[src/rtl/fetch_target_queue_if.sv]
// Configuration package and the BPU/fetch/flush bundle between the fetch target
// queue and its neighbours.
package config_pkg;
  typedef struct packed {
    int unsigned XLEN;
    int unsigned INSTR_PER_FETCH;
  } cfg_t;

  localparam cfg_t Cfg = '{XLEN: 32, INSTR_PER_FETCH: 4};
endpackage

interface fetch_target_queue_if #(
  parameter config_pkg::cfg_t Cfg   = config_pkg::Cfg,
  parameter int unsigned      DEPTH = 8
);
  localparam int unsigned XLEN = Cfg.XLEN;
  localparam int unsigned IDXW = (Cfg.INSTR_PER_FETCH > 1) ? $clog2(Cfg.INSTR_PER_FETCH) : 1;
  localparam int unsigned PTRW = $clog2(DEPTH);
  localparam int unsigned CNTW = PTRW + 1;

  logic            bpu_req_valid_o;
  logic            bpu_req_ready_o;
  logic [XLEN-1:0] bpu_pc_o;
  logic            bpu_resp_valid_i;
  logic [XLEN-1:0] bpu_npc_i;
  logic            bpu_pred_slot_valid_i;
  logic [IDXW-1:0] bpu_pred_slot_idx_i;
  logic [XLEN-1:0] bpu_pred_slot_target_i;

  logic            fetch_valid_o;
  logic            fetch_ready_i;
  logic [XLEN-1:0] fetch_pc_o;
  logic            fetch_pred_slot_valid_o;
  logic [IDXW-1:0] fetch_pred_slot_idx_o;
  logic [XLEN-1:0] fetch_pred_slot_target_o;
  logic [PTRW-1:0] fetch_ftq_idx_o;

  logic            flush_i;
  logic [XLEN-1:0] redirect_pc_i;
  logic [CNTW-1:0] count_o;

  modport master (
    output bpu_req_valid_o, bpu_req_ready_o, bpu_pc_o,
    input  bpu_resp_valid_i, bpu_npc_i, bpu_pred_slot_valid_i,
           bpu_pred_slot_idx_i, bpu_pred_slot_target_i,
    output fetch_valid_o, fetch_pc_o, fetch_pred_slot_valid_o,
           fetch_pred_slot_idx_o, fetch_pred_slot_target_o, fetch_ftq_idx_o,
    input  fetch_ready_i, flush_i, redirect_pc_i,
    output count_o
  );

  modport slave (
    input  bpu_req_valid_o, bpu_req_ready_o, bpu_pc_o,
    output bpu_resp_valid_i, bpu_npc_i, bpu_pred_slot_valid_i,
           bpu_pred_slot_idx_i, bpu_pred_slot_target_i,
    input  fetch_valid_o, fetch_pc_o, fetch_pred_slot_valid_o,
           fetch_pred_slot_idx_o, fetch_pred_slot_target_o, fetch_ftq_idx_o,
    output fetch_ready_i, flush_i, redirect_pc_i,
    input  count_o
  );
endinterface

[src/rtl/fetch_target_queue.sv]
// Fetch target queue: owns the fetch PC, records accepted BPU predictions in a
// FIFO and hands them to the fetch stage in order; a flush restarts from a redirect PC.
module fetch_target_queue #(
  parameter config_pkg::cfg_t Cfg      = config_pkg::Cfg,
  parameter int unsigned      DEPTH    = 8,
  parameter logic [31:0]      RESET_PC = 32'h8000_0000
) (
  input  logic                    clk_i,
  input  logic                    rst_ni,
  fetch_target_queue_if.master    bus
);
  localparam int unsigned XLEN = Cfg.XLEN;
  localparam int unsigned IDXW = (Cfg.INSTR_PER_FETCH > 1) ? $clog2(Cfg.INSTR_PER_FETCH) : 1;
  localparam int unsigned PTRW = $clog2(DEPTH);
  localparam int unsigned CNTW = PTRW + 1;

  typedef struct packed {
    logic [XLEN-1:0] pc;
    logic            slot_valid;
    logic [IDXW-1:0] slot_idx;
    logic [XLEN-1:0] slot_target;
  } entry_t;

  entry_t          mem_q [DEPTH];
  entry_t          mem_d [DEPTH];
  logic [XLEN-1:0] pc_q, pc_d;
  logic [PTRW-1:0] head_q, head_d;
  logic [PTRW-1:0] tail_q, tail_d;
  logic [CNTW-1:0] count_q, count_d;
  logic            req_valid_q, req_valid_d;

  logic   req_ready;
  logic   head_valid;
  logic   enq;
  logic   deq;
  entry_t head_entry;

  assign req_ready  = (count_q != CNTW'(DEPTH));
  assign head_valid = (count_q != '0);
  assign enq        = req_valid_q & req_ready & bus.bpu_resp_valid_i & ~bus.flush_i;
  assign deq        = head_valid & bus.fetch_ready_i & ~bus.flush_i;
  assign head_entry = mem_q[head_q];

  always_comb begin
    mem_d       = mem_q;
    pc_d        = pc_q;
    head_d      = head_q;
    tail_d      = tail_q;
    count_d     = count_q;
    // A flush opens a one-cycle bubble before requests resume from the redirect PC.
    req_valid_d = ~bus.flush_i;

    if (bus.flush_i) begin
      pc_d    = bus.redirect_pc_i;
      head_d  = '0;
      tail_d  = '0;
      count_d = '0;
    end else begin
      if (enq) begin
        mem_d[tail_q] = '{pc:          pc_q,
                          slot_valid:  bus.bpu_pred_slot_valid_i,
                          slot_idx:    bus.bpu_pred_slot_idx_i,
                          slot_target: bus.bpu_pred_slot_target_i};
        tail_d = tail_q + PTRW'(1);
        pc_d   = bus.bpu_npc_i;
      end
      if (deq) begin
        head_d = head_q + PTRW'(1);
      end
      case ({enq, deq})
        2'b10:   count_d = count_q + CNTW'(1);
        2'b01:   count_d = count_q - CNTW'(1);
        default: count_d = count_q;
      endcase
    end
  end

  always_ff @(posedge clk_i or negedge rst_ni) begin
    if (!rst_ni) begin
      mem_q       <= '{default: '0};
      pc_q        <= XLEN'(RESET_PC);
      head_q      <= '0;
      tail_q      <= '0;
      count_q     <= '0;
      req_valid_q <= 1'b0;
    end else begin
      mem_q       <= mem_d;
      pc_q        <= pc_d;
      head_q      <= head_d;
      tail_q      <= tail_d;
      count_q     <= count_d;
      req_valid_q <= req_valid_d;
    end
  end

  assign bus.bpu_req_valid_o = req_valid_q;
  assign bus.bpu_req_ready_o = req_ready;
  assign bus.bpu_pc_o        = pc_q;

  // Payload is masked when empty so stale slots never leak out after flush or reset.
  assign bus.fetch_valid_o            = head_valid;
  assign bus.fetch_pc_o               = head_valid ? head_entry.pc : '0;
  assign bus.fetch_pred_slot_valid_o  = head_valid & head_entry.slot_valid;
  assign bus.fetch_pred_slot_idx_o    = head_valid ? head_entry.slot_idx : '0;
  assign bus.fetch_pred_slot_target_o = head_valid ? head_entry.slot_target : '0;
  assign bus.fetch_ftq_idx_o          = head_q;
  assign bus.count_o                  = count_q;
endmodule
[src/flat_wrapper.sv]
// flat-port wrapper written by rule: the top's interface ports become plain ports
module fetch_target_queue_flat 
#(
  parameter config_pkg::cfg_t Cfg      = config_pkg::Cfg,
  parameter int unsigned      DEPTH    = 8,
  parameter logic [31:0]      RESET_PC = 32'h8000_0000
)
  (clk_i, rst_ni, bus_bpu_req_valid_o, bus_bpu_req_ready_o, bus_bpu_pc_o, bus_bpu_resp_valid_i, bus_bpu_npc_i, bus_bpu_pred_slot_valid_i, bus_bpu_pred_slot_idx_i, bus_bpu_pred_slot_target_i, bus_fetch_valid_o, bus_fetch_pc_o, bus_fetch_pred_slot_valid_o, bus_fetch_pred_slot_idx_o, bus_fetch_pred_slot_target_o, bus_fetch_ftq_idx_o, bus_fetch_ready_i, bus_flush_i, bus_redirect_pc_i, bus_count_o);
  fetch_target_queue_if #(.Cfg(Cfg), .DEPTH(DEPTH)) bus_i ();
  input  logic clk_i;
  input  logic rst_ni;
  output wire logic [$bits(bus_i.bpu_req_valid_o)-1:0] bus_bpu_req_valid_o;
  output wire logic [$bits(bus_i.bpu_req_ready_o)-1:0] bus_bpu_req_ready_o;
  output wire logic [$bits(bus_i.bpu_pc_o)-1:0] bus_bpu_pc_o;
  input wire logic [$bits(bus_i.bpu_resp_valid_i)-1:0] bus_bpu_resp_valid_i;
  input wire logic [$bits(bus_i.bpu_npc_i)-1:0] bus_bpu_npc_i;
  input wire logic [$bits(bus_i.bpu_pred_slot_valid_i)-1:0] bus_bpu_pred_slot_valid_i;
  input wire logic [$bits(bus_i.bpu_pred_slot_idx_i)-1:0] bus_bpu_pred_slot_idx_i;
  input wire logic [$bits(bus_i.bpu_pred_slot_target_i)-1:0] bus_bpu_pred_slot_target_i;
  output wire logic [$bits(bus_i.fetch_valid_o)-1:0] bus_fetch_valid_o;
  output wire logic [$bits(bus_i.fetch_pc_o)-1:0] bus_fetch_pc_o;
  output wire logic [$bits(bus_i.fetch_pred_slot_valid_o)-1:0] bus_fetch_pred_slot_valid_o;
  output wire logic [$bits(bus_i.fetch_pred_slot_idx_o)-1:0] bus_fetch_pred_slot_idx_o;
  output wire logic [$bits(bus_i.fetch_pred_slot_target_o)-1:0] bus_fetch_pred_slot_target_o;
  output wire logic [$bits(bus_i.fetch_ftq_idx_o)-1:0] bus_fetch_ftq_idx_o;
  input wire logic [$bits(bus_i.fetch_ready_i)-1:0] bus_fetch_ready_i;
  input wire logic [$bits(bus_i.flush_i)-1:0] bus_flush_i;
  input wire logic [$bits(bus_i.redirect_pc_i)-1:0] bus_redirect_pc_i;
  output wire logic [$bits(bus_i.count_o)-1:0] bus_count_o;
  assign bus_bpu_req_valid_o = bus_i.bpu_req_valid_o;
  assign bus_bpu_req_ready_o = bus_i.bpu_req_ready_o;
  assign bus_bpu_pc_o = bus_i.bpu_pc_o;
  assign bus_i.bpu_resp_valid_i = bus_bpu_resp_valid_i;
  assign bus_i.bpu_npc_i = bus_bpu_npc_i;
  assign bus_i.bpu_pred_slot_valid_i = bus_bpu_pred_slot_valid_i;
  assign bus_i.bpu_pred_slot_idx_i = bus_bpu_pred_slot_idx_i;
  assign bus_i.bpu_pred_slot_target_i = bus_bpu_pred_slot_target_i;
  assign bus_fetch_valid_o = bus_i.fetch_valid_o;
  assign bus_fetch_pc_o = bus_i.fetch_pc_o;
  assign bus_fetch_pred_slot_valid_o = bus_i.fetch_pred_slot_valid_o;
  assign bus_fetch_pred_slot_idx_o = bus_i.fetch_pred_slot_idx_o;
  assign bus_fetch_pred_slot_target_o = bus_i.fetch_pred_slot_target_o;
  assign bus_fetch_ftq_idx_o = bus_i.fetch_ftq_idx_o;
  assign bus_i.fetch_ready_i = bus_fetch_ready_i;
  assign bus_i.flush_i = bus_flush_i;
  assign bus_i.redirect_pc_i = bus_redirect_pc_i;
  assign bus_count_o = bus_i.count_o;
  fetch_target_queue #(.Cfg(Cfg), .DEPTH(DEPTH), .RESET_PC(RESET_PC)) u_core (.clk_i(clk_i), .rst_ni(rst_ni), .bus(bus_i));
endmodule
[config.mk]
export PLATFORM = sky130hd
export DESIGN_NAME = fetch_target_queue_flat
export DESIGN_NICKNAME = d
export VERILOG_FILES = /design/src/rtl/fetch_target_queue_if.sv /design/src/rtl/fetch_target_queue.sv /design/src/flat_wrapper.sv
export SDC_FILE = /design/constraint.sdc
export NUM_CORES = 1
export LEC_CHECK = 0
export BUFFER_PORTS_ARGS = -buffer_cell sky130_fd_sc_hd__buf_4
export CORE_UTILIZATION = 52
export DETAILED_ROUTE_END_ITERATION = 6
export GPL_TIMING_DRIVEN = 0
export HOLD_SLACK_MARGIN = 0.06
export PLACE_DENSITY_LB_ADDON = 0.15
export SLEW_MARGIN = 20
export SYNTH_ARGS = -nofsm -noshare
export SYNTH_HDL_FRONTEND = slang
export SYNTH_SLANG_ARGS = --single-unit
[constraint.sdc]
create_clock -name clk_i -period 4.08 [get_ports clk_i]
set_clock_uncertainty 0.15 [all_clocks]
set_input_delay 0.408 -clock clk_i [delete_from_list [all_inputs] [get_ports clk_i]]
set_output_delay 0.408 -clock clk_i [all_outputs]
set_load 0.03 [all_outputs]
Word-level counts from Yosys, hierarchy flattened --
Cells that the tools add are included.
Storage, ports and cells: bits in latches 0, output and inout port bits 109, RAM bits 0, memories kept 0, bits in registers 579, input bits 104, logic and storage cells 79, ROM bits 0
Cells by class: add/subtract/negate cells 4, order comparisons 3, bitwise logic cells 9, shift-type cells 0, $mul 0, div/mod/pow operators 0, eq/ne operators 3, muxes and demuxes 17, reduce and logical (&&, ||, !) cells 6
Operators with widths (count):
- 536-bit bitwise mux | 1
- 67-bit binary-select mux with 3-bit select | 1
- 67-bit demux with 3-bit select | 1
- 67-bit 2-to-1 mux | 3
- 32-bit 2-to-1 mux | 4
- 3-bit 2-to-1 mux | 4
- 4-bit >= comparator (second input constant) | 2
- 3-bit NOT with 4-bit output | 2
- 4-bit case mux with 2 select lines | 1
- 3-bit by 1-bit adder with 3-bit output (second input constant) | 2
- 1-bit bitwise AND | 6
- 4-bit by 1-bit adder with 4-bit output (second input constant) | 1
- 4-bit by 1-bit < comparator with 1-bit output (second input constant) | 1
- 4-bit 2-to-1 mux | 1
- 4-bit inequality test (second input constant) | 1
- 2-bit nonzero test | 2
- 4-bit nonzero test | 1
- 4-bit by 1-bit subtractor with 4-bit output (second input constant) | 1
- 3-bit nonzero test | 1
- 2-bit by 1-bit equality test with 1-bit output (second input constant) | 1
- 2-bit equality test (second input constant) | 1
- 2-bit 2-to-1 mux | 1
- 2-bit AND reduction | 1
- 1-bit logical AND | 1
- 1-bit NOT | 1

Logic depth before layout (Yosys ltp) --
Gate-level depths: netlist (run 1).
depth after elaboration 7, mapped depth 8, gate-level depth less buffers 8

Worst setup path before layout (run 1) --
Ideal clock, no wire load.
path kind register to output, start point register u_core.head_q[1] (netlist: u_core.bus.fetch_ftq_idx_o[1]), end point output bus_fetch_pc_o[0], data required time 3522 ps, path buffers 3, cell stages (with the launch flop) 7, setup slack 1338 ps, data arrival time 2184 ps, cell sequence dfrtp_1 -> clkbuf_1 -> clkbuf_1 -> clkbuf_1 -> mux4_2 -> mux2i_1 -> nor2_1
On the way: word-level cells in the longest chain between the ends 5
RTL lines:
- start, declared | line fetch_target_queue.sv:27 | logic [PTRW-1:0] head_q, head_d;
- start signal, assigned | line fetch_target_queue.sv:82 | head_q <= '0;
- start signal, assigned | line fetch_target_queue.sv:89 | head_q <= head_d;
- 3-bit NOT with 4-bit output (not written as such) | line fetch_target_queue.sv:42 | assign head_entry = mem_q[head_q];
- 67-bit binary-select mux with 3-bit select | line fetch_target_queue.sv:42
- 67-bit 2-to-1 mux (not written as such) (2 in a row) | line fetch_target_queue.sv:42
- 32-bit 2-to-1 mux | line fetch_target_queue.sv:102 | assign bus.fetch_pc_o = head_valid ? head_entry.pc : '0;
- end, declared | line flat_wrapper.sv:21 | output wire logic [$bits(bus_i.fetch_pc_o)-1:0] bus_fetch_pc_o;
Every way passes these cells. The select of a mux whose other input is x is not followed.

Worst setup path after layout (run 1) --
start point register u_core.head_q[0] (netlist: u_core.bus.fetch_ftq_idx_o[0]), end point output bus_fetch_pc_o[17]
The elaborated chain is that of the path after synthesis.

==> results.yml, run 1 <==
status:
  status: "complete, no violations"
synthesis:
  synth.avg_cell_area_sq_um: 15.8
  synth_flop_cell: "dfrtp_1"
  synthArstFlopShare_pct: 100
  yosys-top-cells-count: "578 x dfrtp_1, 529 x mux2_2, 134 x mux4_2, 100 x mux2i_1, 74 x nor2_1"
  synth.most_common_cell: "dfrtp_1"
  synth_cells: 1661
  yosys-top-cells-area: "dfrtp_1 55%, mux2_2 23%, mux4_2 12%, mux2i_1 3.8%, nor2_1 1.1%"
  ys_seq_area_share_pct: 55.4
  synth_fp_nets: 1770
  synth_top_cell_by_area: "dfrtp_1"
  ys_warn_count: 0
  ys_seq_elements: 579
  synthDistinctLibCells: 40
  syn_area_sq_um: 26200
  synth_top_area_share_pct: 55.3
  synth_edf_count: 0
routing:
  remaining_drc_errors: 0
  vias_per_cell: 5.72
  wl_mm: 62.5
  drt_iter0_markers: 841
  drtPass1Iterations: 4
  antenna_left: 0
  via_count: 15700
  wire_per_inst_um: 22.8
floorplan:
  rows: 81
  die_w_um: 226
  die_y_um: 226
  core_sq_um: 49300
  ios: 213
  die_area_sq_um: 51200
  initial_utilization_pct: 53.1
power:
  powerDensity_nw_per_um2: 600
  swShare_pct: 33.2
  seqPwrFrac_pct: 37.7
  internal-power_uw: 12700
  p_clk_share_pct: 28.2
  power_frac_comb_pct: 34.1
  p_switching_uw: 6320
  peakVddDrop_mv: 0.455
  p_leak_uw: 0.0151
global_route:
  grt_pass1_wl_mm: 98.2
  grt_usage_pct: 25.4
  overflow: 0
  first_global_vias: 17100
  antenna_found_initial: 0
  grt_start_max_net_pins: 105
clock_tree:
  cts_tree: "yes"
  htree_levels: 2
  worst_skew_pair.late_latency_ns: 0.61
  post_cts_buffers: 0
  clock_path_buffers: 3
  cts.sinks: 579
  cts_buffers: 60
  clk_pin_slew_ns: 0.06
  cts_root_buf: "clkbuf_16"
setup_path:
  crit_top_cell: "buf_2"
  worstPathArrival_ns: 3.23
  worstPathCellList: "clkbuf_2 > buf_2 > buf_2 > mux4_2 > mux2i_1 > nor2_1 > buf_4"
  critPathRequiredTime_ns: 3.52
  end_kind: "output pin"
  worstSetupPathType: "reg -> out"
  worst_setup_path_start_kind: "flip-flop"
  reg2reg_slack_ns: 1.21
  cp_top_family: "buffers and inverters"
  reg2reg_from: "u_core.bus.count_o[0]"
  worstSetupStartpoint: "u_core.bus.fetch_ftq_idx_o[0]"
  crit_cells: 7
  r2r_end: "u_core.bus.count_o[3]"
  critPathBufInv: 4
  crit_slowest_cell: "mux4_2"
  critPathCapture: "bus_fetch_pc_o[17]"
  critPathMaxStageDelay_ns: 0.56
  cp_max_fo: 10
  reg2reg_depth: 8
sta:
  setup_viol: 0
  slew_headroom_pct: 26.6
  slew_violations: 0
  worst_pin_slew_ns: 1.10
  rsz0062_at_grt: "no"
  fmax_mhz: 264
  final_hold_viol_count: 0
  fin_ws_ns: 0.291
  fin_crit_ns: 3.79
  final_min_period_over_clock_period_pct: 92.9
finish:
  utilization_pct: 64.3
  multi_input_area_sq_um: 11100
  final.fill_count: 3665
  seq_area_sq_um: 14500
  drive_gt1_share_pct: 51.4
  diodes: 0
  area_delta_synth_final_pct: 21.1
  final_nets: 2150
  final_cells: 2745
place:
  place_congestion: 0.784
  dp.cells: 2543
  dpl_worst_slack_ns: 0.164
  dp_hpwl_mm: 39.5
  port-buffer-count: 212
flow_run:
  cap_violations: 0
min_path:
  hp-class: "in -> reg"
  holdPathStages: 5
placed cells by master, fill, tap and decap left out, types with 7 or more instances in the layout:
master         netlist  routed
mux2i_1            100     100
nor2_1              74      74
clkbuf_1            36      41
dlygate4sd3_1        0     102
mux4_2             134     134
clkbuf_8             0      15
clkbuf_16            0      61
nand2_1             40      40
mux2_4               7       7
mux2_2             529     529
clkinv_2             0       8
dfrtp_1            578     578
o21ai_0             36      36
buf_2               53      54
buf_4               19     230
metrics by stage:
step                setup TNS (ns)  total power [uW]  cell area, sq um  hold WS [ns]
finish                           0             19000             31700         0.116
global route                     0             19900             31700         0.116
CTS                              0             19300             31700        0.0785
detailed placement               0             13700             28700         0.338
global placement          -2058.87             13600             28600         0.332
floorplan                        0             11400             26200       -0.0376
power groups by stage:
stage               clock network (uW)  logic, uW  registers (uW)
detailed placement                   0       6480            7260
global placement                     0       6360            7190
floorplan                            0       4210            7180
CTS                               5500       6590            7170
global route                      5710       6950            7290
finish                            5360       6490            7180
state kept, by name, indices dropped and copies added (netlist names):
register,count
u_core.bus.fetch_ftq_idx_o,3
u_core.bus.bpu_pc_o,32
u_core.mem_q,536
u_core.bus.count_o,4
u_core.tail_q,3
u_core.bus.bpu_req_valid_o,1
worst register-to-register path: cells and delay by family, from the launching register on:
kind / cells / cell delay (ns)
AO/OA/AOI/OAI: 5 / 1.40
adder cells (fa/ha/maj): 1 / 0.37
flip-flops: 1 / 0.52
multiplexers: 1 / 0.14
AND/OR/NAND/NOR: 1 / 0.14
worst min path at each step:
stage | to | start | slack (ns)
after floorplan | u_core.bus.bpu_pc_o[0] | rst_ni | -0.04
after global placement | u_core.mem_q[123] | u_core.mem_q[123] | 0.33
after detailed placement | u_core.mem_q[207] | rst_ni | 0.34
after CTS | u_core.tail_q[1] | bus_bpu_resp_valid_i | 0.08
after global routing | u_core.tail_q[1] | bus_bpu_resp_valid_i | 0.12
final | u_core.tail_q[1] | bus_bpu_resp_valid_i | 0.12
layout make-up:
| type | instances | share of cell area, % |
|---|---|---|
| timing repair buffer | 320 | 8.72 |
| clock inverter | 13 | 0.466 |
| sequential | 579 | 45.7 |
| tap | 664 | 2.62 |
| multi-input combinational | 965 | 34.9 |
| inverter | 3 | 0.0355 |
| clock buffer | 89 | 5.62 |
| buffer | 112 | 1.88 |
metal layers:
layer / track usage (%) / part of all wire [%] / vias up
li1: - / - / 6887
met1: 34.2 / 44 / 8392
met2: 42.5 / 50 / 356
met3: 5.34 / 5.0 / 77
met4: 5.58 / 1.6 / 0
met5: 0 / 0 / -
logic make-up (layout without fill, tap and decap cells):
family / Yosys count / after routing / share of synthesized area (%)
buf+inv: 117 / 537 / 2.32
flops: 579 / 579 / 55.4
mux: 770 / 770 / 38.5
compound gates: 47 / 47 / 0.980
simple gates: 138 / 138 / 2.36
fa+ha+maj: 5 / 5 / 0.268
xor+xnor: 5 / 5 / 0.167
repair_timing:
action | in CTS | in global routing
resized for setup | 6 | 0
hold buffers | 102 | 0
hold endpoints to repair | 405 | 0
setup endpoints to repair | 53 | 1
(Power assumes the default switching activity.)
==> run 2: changes to the inputs <==
==> constraint.sdc (replaced) <==
create_clock -name clk_i -period 4.08 [get_ports clk_i]
set_clock_uncertainty 0.15 [all_clocks]
set_input_delay 0.204 -clock clk_i [delete_from_list [all_inputs] [get_ports clk_i]]
set_output_delay 0.204 -clock clk_i [all_outputs]
set_load 0.03 [all_outputs]
==> results.yml, run 2 (synthesized netlist as in run 1, its figures left out) <==
finish:
  largest_reg_flops: 536
  final.fill_count: 3660
  drive_gt1_share_pct: 51.3
  final_common_cell: "dfrtp_1"
  area_delta_synth_final_pct: 21.2
  final_nets: 2153
  diodes: 0
  largest-register: "u_core.mem_q"
  final_cell_mix: "578 x dfrtp_1, 529 x mux2_2, 230 x buf_4"
clock_tree:
  cts_tree: "yes"
  cts_buffers: 60
  worst_skew_pair.late_latency_ns: 0.61
  clk_pin_slew_ns: 0.06
  cts.sinks: 579
  htree_levels: 2
  cts_root_buf: "clkbuf_16"
  clock_path_buffers: 3
power:
  powerDensity_nw_per_um2: 601
  internal-power_uw: 12700
  p_leak_uw: 0.0151
  p_clk_share_pct: 28.2
  power_frac_comb_pct: 34.2
  peakVddDrop_mv: 0.429
  p_switching_uw: 6340
  swShare_pct: 33.3
  seqPwrFrac_pct: 37.7
floorplan:
  die_area_sq_um: 51200
  die_w_um: 226
  rows: 81
  core_sq_um: 49300
  initial_utilization_pct: 53.1
  ios: 213
  die_y_um: 226
setup_path:
  worstSetupStartpoint: "u_core.bus.count_o[0]"
  end_kind: "output pin"
  critPathMaxStageDelay_ns: 0.70
  cp_max_fo: 10
  worstPathArrival_ns: 3.49
  worstPathCellList: "nor4_2 > buf_2 > clkbuf_1 > clkbuf_1 > nor2_1 > buf_4"
  reg2reg_from: "u_core.bus.count_o[0]"
  worst_setup_path_start_kind: "flip-flop"
  crit_top_cell: "clkbuf_1"
  worstSetupPathType: "reg -> out"
  crit_slowest_cell: "clkbuf_1"
  critPathRequiredTime_ns: 3.73
global_route:
  grt_usage_pct: 25.4
  grt_pass1_wl_mm: 98.3
  first_global_vias: 17100
  overflow: 0
  grt_start_max_net_pins: 105
  antenna_found_initial: 0
sta:
  holdWs_ns: 0.0598
  slew_headroom_pct: 27.0
  final_min_period_over_clock_period_pct: 94.2
  fin_ws_ns: 0.236
  rsz0062_at_grt: "no"
  fin_crit_ns: 3.84
  tns_ns: 0
  worst_pin_slew_ns: 1.10
  final_hold_viol_count: 0
  setup_viol: 0
  fmax_mhz: 260
  slew_violations: 0
flow_run:
  cap_violations: 0
place:
  dp_hpwl_mm: 39.5
  place_congestion: 0.784
  dpl_worst_slack_ns: 0.368
  port-buffer-count: 212
routing:
  drtPass1Iterations: 4
  antenna_left: 0
  remaining_drc_errors: 0
  vias_per_cell: 5.71
  wl_mm: 62.7
  drt_iter0_markers: 774
  wire_per_inst_um: 22.8
  via_count: 15700
min_path:
  hp-class: "in -> async"
status:
  status: "complete, no violations"
==> run 2: cell types whose count changed in the layout (fill, tap and decap cells not counted) <==
| cell | before | now |
|---|---|---|
| dlygate4sd3_1 | 102 | 103 |
| clkbuf_1 | 41 | 43 |
==> run 2: power groups by stage <==
stage                     Combinational [uW]  Clock, uW  Sequential, uW
after floorplan                         4210          0            7180
after detailed placement                6480          0            7260
final                                   6510       5360            7180
after global routing                    6970       5710            7290
after CTS                               6600       5500            7170
after global placement                  6360          0            7190
==> run 2: final timing paths <==
path                                                end  slack, ns  depth (start not counted)
worst max-delay path                 bus_fetch_pc_o[17]       0.24                          6
max in group asynchronous             u_core.mem_q[364]       1.79                          5
min in group clk_i              u_core.bus.bpu_pc_o[11]       0.25                          4
worst min-delay path                  u_core.mem_q[140]       0.06                          2
worst max register to register    u_core.bus.count_o[3]       1.21                          8
worst min register to register         u_core.mem_q[71]       0.35                          1
==> run 2: final cells by class <==
class,count,area [sq um],area share [%]
Inverter,3,11.3,0.0355
Clock inverter,13,148,0.466
Clock buffer,89,1780,5.62
Buffer,114,603,1.90
Tap cell,664,831,2.62
Sequential cell,579,14500,45.7
Timing Repair Buffer,321,2770,8.74
Multi-Input combinational cell,965,11100,34.9
==> run 2: repair_timing <==
action,in CTS,in global routing
endpoints found under the setup margin,42,9
buffers inserted,0,0
hold endpoints to repair,443,0
hold buffers,103,0
resized for setup,3,6
==> run 2: layer usage <==
metal  share of wire, %  vias up  track usage, %
met3                5.3       79            5.48
met5                  0        -               0
met1                 44     8349            34.2
met4                1.7        0            5.58
met2                 49      364            42.4
li1                   -     6892               -
==> run 2: critical path, delay by kind of cell (launching register included) <==
family / cells / cell delay [ns]
flops: 1 / 0.52
simple gates: 2 / 0.56
buf+inv: 4 / 1.79
==> run 2: per-stage QoR <==
| stage | power (uW) | util (%) | cell area (sq um) | cells |
|---|---|---|---|---|
| floorplan | 11400 | - | 26200 | 1661 |
| global placement | 13600 | 58.0 | 28600 | 2537 |
| detailed placement | 13700 | 58.4 | 28700 | 2543 |
| CTS | 19300 | 64.4 | 31700 | 2748 |
| global route | 20000 | 64.4 | 31700 | 2748 |
| finish | 19100 | 64.4 | 31700 | 2748 |
